**config.mk**
```make
export PLATFORM = sky130hd
export DESIGN_NAME = bcd_down_timer
export DESIGN_NICKNAME = d
export VERILOG_FILES = /design/src/rtl/bcd_down_timer.sv
export SDC_FILE = /design/constraint.sdc
export NUM_CORES = 1
export LEC_CHECK = 0
export CORE_MARGIN = 2
export CORE_UTILIZATION = 51
export DETAILED_ROUTE_END_ITERATION = 10
export PLACE_DENSITY = 0.82
export SLEW_MARGIN = 5
export SYNTH_ARGS = -nofsm -noshare
export SYNTH_HDL_FRONTEND = slang
export SYNTH_SLANG_ARGS = --single-unit
```
**constraint.sdc**
```tcl
create_clock -name clk -period 2.2 [get_ports clk]
set_input_delay 0.33 -clock clk [delete_from_list [all_inputs] [get_ports clk]]
set_output_delay 0.33 -clock clk [all_outputs]
set_load 0.02 [all_outputs]
```
**src/rtl/bcd_down_timer.sv**
```systemverilog
// Two-digit BCD down-counting timer with IDLE/RUN/HOLD/EXPIRED control.
// Counts a loaded value down to 00 on tick strobes and pulses done at terminal count.
module bcd_down_timer (
    input  logic       clk,
    input  logic       reset,
    input  logic       load,
    input  logic [7:0] load_val,
    input  logic       start,
    input  logic       pause,
    input  logic       tick,
    input  logic       reload_en,
    output logic [7:0] count,
    output logic       running,
    output logic       done,
    output logic       zero
);

    typedef enum logic [1:0] {
        ST_IDLE,
        ST_RUN,
        ST_HOLD,
        ST_EXPIRED
    } state_t;

    state_t     r_state;
    state_t     w_state_next;
    logic [7:0] r_count;
    logic [7:0] w_count_next;
    logic [7:0] r_reload;
    logic [7:0] w_reload_next;
    logic       r_done;
    logic       w_done_next;
    logic       r_running;

    logic [3:0] w_load_tens;
    logic [3:0] w_load_ones;
    logic [7:0] w_load_clean;
    logic [7:0] w_count_dec;
    logic       w_zero;
    logic       w_terminal;

    // Out-of-range digits clamp to 9 so the count never holds a non-BCD digit.
    assign w_load_tens  = (load_val[7:4] > 4'd9) ? 4'd9 : load_val[7:4];
    assign w_load_ones  = (load_val[3:0] > 4'd9) ? 4'd9 : load_val[3:0];
    assign w_load_clean = {w_load_tens, w_load_ones};

    assign w_count_dec = (r_count[3:0] != 4'd0) ? {r_count[7:4], r_count[3:0] - 4'd1}
                                                : {r_count[7:4] - 4'd1, 4'd9};

    assign w_zero     = (r_count == 8'h00);
    assign w_terminal = (r_count == 8'h01);

    always_ff @(posedge clk or posedge reset) begin
        if (reset) begin
            r_state   <= ST_IDLE;
            r_count   <= '0;
            r_reload  <= '0;
            r_done    <= 1'b0;
            r_running <= 1'b0;
        end else begin
            r_state   <= w_state_next;
            r_count   <= w_count_next;
            r_reload  <= w_reload_next;
            r_done    <= w_done_next;
            r_running <= (w_state_next == ST_RUN);
        end
    end

    always_comb begin
        w_state_next  = r_state;
        w_count_next  = r_count;
        w_reload_next = r_reload;
        w_done_next   = 1'b0;

        if (load) begin
            w_count_next  = w_load_clean;
            w_reload_next = w_load_clean;
            w_state_next  = ST_IDLE;
        end else begin
            case (r_state)
                ST_IDLE: begin
                    if (!pause && start && !w_zero) begin
                        w_state_next = ST_RUN;
                    end
                end
                ST_RUN: begin
                    if (pause) begin
                        w_state_next = ST_HOLD;
                    end else if (tick) begin
                        if (w_terminal) begin
                            w_done_next = 1'b1;
                            if (reload_en) begin
                                w_count_next = r_reload;
                            end else begin
                                w_count_next = '0;
                                w_state_next = ST_EXPIRED;
                            end
                        end else if (!w_zero) begin
                            w_count_next = w_count_dec;
                        end
                    end
                end
                ST_HOLD: begin
                    if (start && !pause) begin
                        w_state_next = ST_RUN;
                    end
                end
                ST_EXPIRED: begin
                    // Restart from the reload value; an empty reload has nothing to run.
                    if (start) begin
                        w_count_next = r_reload;
                        w_state_next = (r_reload == 8'h00) ? ST_IDLE : ST_RUN;
                    end
                end
                default: begin
                    w_state_next = ST_IDLE;
                end
            endcase
        end
    end

    assign count   = r_count;
    assign running = r_running;
    assign done    = r_done;
    assign zero    = w_zero;

endmodule

```
==> impl_metrics.toml <==
[global_route]
grt_pass1_vias = 1180
grt.total_usage_pct = 25.53
antenna_found_initial = 0
grt_max_degree = 24
grt_first_pass_wirelength_microns = 5354
grt-ovfl-total = 0

[floorplanning]
initial_core_util_pct = 52.85
row_count = 18
die-area_sq_um = 2964
die_h_microns = 54.44
die_x_microns = 54.44
core-area_sq_um = 2455
ios = 26

[drt]
wl_microns = 3354
wl_per_cell_microns = 17.11
post-route-drc-count = 0
routed_via_density = 6.082
vias = 1192
drtPass1Iterations = 4
drt-initial-drc-count = 29
ant_nets = 0

[yosys]
yosysMostFrequentCell = "dfrtp_1"
syn_area_sq_um = 1297
syn_inst = 129
synthDominantCellAreaShare_pct = 38.57
ys_seq_elements = 20
synth_edf_count = 0
avgSynthCellArea_sq_um = 10.06
synthTopCellsByCount = "dfrtp_1, nand2_1, inv_1, o21ai_0"
ys_seq_area_share_pct = 38.57
ys_types = 55
yosysWarnings = 0
synth_ff_type = "dfrtp_1"
yosysTopAreaCell = "dfrtp_1"
syn_nets = 145
synth.area.top_cells = "dfrtp_1, nand2_1, o221ai_1, mux2_2, nand2b_1"
async_reset_ff_share_pct = 100.0

[timing]
hold_violations = 0
slew_viol_final = 0
skew_ps = 8.747
min_period_ps = 2097
worst_hold_slack_ps = 432.2
setup_violations = 0
grt_setup_unrepaired = "no"
tns_ps = 0
worstMarginPinSlew_ps = 774.5
fin_crit_sh_pct = 95.32
fmax_mhz = 476.8
relSlewSlack_pct = 48.31
timing.final.ws_setup_ps = 102.9

[clock_network]
cts_setup_buffers = 0
cts_root_buf = "clkbuf_4"
clock_latency_ps = 320
clk_pin_slew_ps = 120
cts.sinks = 20
cts_htree_levels = 1
cts_tree = "yes"
cts_buffers = 3
clockBufferDepth = 2

[critical_path]
crit_path_end_kind = "flop"
slowest_stage = "dfrtp_1"
crit_path_frequent_cell = "buf_4"
required_ps = 2410
crit_path_cell_trace = "inv_1 > ha_1 > buf_4 > nor3b_1 > buf_4 > nand2_2 > a21oi_2 > mux2_2"
path_class = "reg -> reg"
cp_max_fo = 5
worst_ep_arrival_time_ps = 2310
critPathMaxStageDelay_ps = 410
startpoint_type = "flop"

[layout]
nNetsFinal = 183
syn2layout_area_growth_pct = 30.95
diodes = 0
design_area_sq_um = 1699
drive_gt1_share_pct = 22.29
n_fill_cell = 196

[placement]
place_area_sq_um = 1652
post-dp-hpwl_microns = 2456
dpl_worst_slack_ps = 59.23
place_congestion = 0.9078
port_buffers = 25

[status]
outcome = "completed"

[power]
p_per_area_nw_per_um2 = 812.9
ir_drop_uv = 601.3
p_leak_uw = 0.0007203

[job]
max_cap_violations = 0

[min_path]
holdCritPathClass = "in -> async"
==> metal layers <==
layer	track usage (%)	share of wire, %	routed length, microns
met1	29.50	40	1346
met5	0	0	0
met2	42.97	52	1733
met3	4.372	6.0	200
met4	17.08	2.2	73
==> cell type report <==
| type | count | area (sq um) | area share [%] |
|---|---|---|---|
| Clock buffer | 3 | 22.52 | 1.325 |
| Multi-Input combinational cell | 97 | 743.2 | 43.74 |
| Tap cell | 30 | 37.54 | 2.209 |
| Sequential cell | 20 | 500.5 | 29.46 |
| Inverter | 8 | 30.03 | 1.767 |
| Clock inverter | 1 | 30.03 | 1.767 |
| Timing Repair Buffer | 37 | 335.3 | 19.73 |
==> power by group <==
| part | leakage, uW | switching [uW] | internal (uW) |
|---|---|---|---|
| logic | 0.000437 | 314 | 298 |
| registers | 0.000255 | 39.6 | 419 |
| clock network | 0.0000279 | 127 | 184 |
| total | 0.000720 | 480 | 901 |
==> sequential cells by signal, indices dropped and copies added, names as in the netlist <==
register and cells:
done 1, r_reload 8, r_state 2, running 1, count 8
==> placed cells by master (no fill, tap or decap), types with 4 or more instances in the layout <==
cell type,netlist,layout
o221ai_1,4,4
o21ai_0,6,6
clkdlybuf4s50_1,0,24
nand2b_1,5,5
nor2_1,4,4
buf_4,0,12
nor2b_1,5,5
inv_1,8,8
nor3_1,5,5
nand2_1,13,13
dfrtp_1,20,20
==> metrics by stage <==
stage,util [%],instances,total power (uW)
floorplan,-,129,803.1
global placement,67.28,192,1056
detailed placement,67.28,192,1069
CTS,69.37,196,1383
global route,69.22,196,1451
finish,69.22,196,1381
==> worst max-delay path: cells and delay by family (launching register included) <==
family / cells / cell delay, ps
and+or+nand+nor: 2 / 420
buffers and inverters: 3 / 370
DFF: 1 / 410
adders and majority gates: 1 / 150
AOI/OAI and AO/OA: 1 / 280
muxes: 1 / 360
==> what timing repair did <==
item                                    CTS  global route
hold buffers                              0             0
endpoints found under the setup margin    1             1
resized for setup                         1             2
pin swaps                                 0             0
==> cell families (layout without fill, tap and decap cells) <==
| kind of cell | after synthesis | after routing | synth area share [%] |
|---|---|---|---|
| flops | 20 | 20 | 38.57 |
| buf+inv | 12 | 49 | 4.146 |
| mux | 5 | 5 | 4.339 |
| simple gates | 54 | 54 | 27.48 |
| fa+ha+maj | 1 | 1 | 0.9642 |
| compound gates | 36 | 36 | 23.82 |
| xor+xnor | 1 | 1 | 0.6751 |
==> final timing paths <==
kind,startpoint,end,slack [ps],depth (start not counted)
setup / recovery,count[5],count[5],100,8
hold / removal,reset,count[4],430,2
hold reg to reg,r_reload[0],r_reload[0],520,2
setup reg to reg,count[5],count[5],100,8
max in group asynchronous,reset,r_reload[6],1280,2
min in group clk,r_reload[0],r_reload[0],520,2
Note: power is estimated with default switching activity, not from simulation.
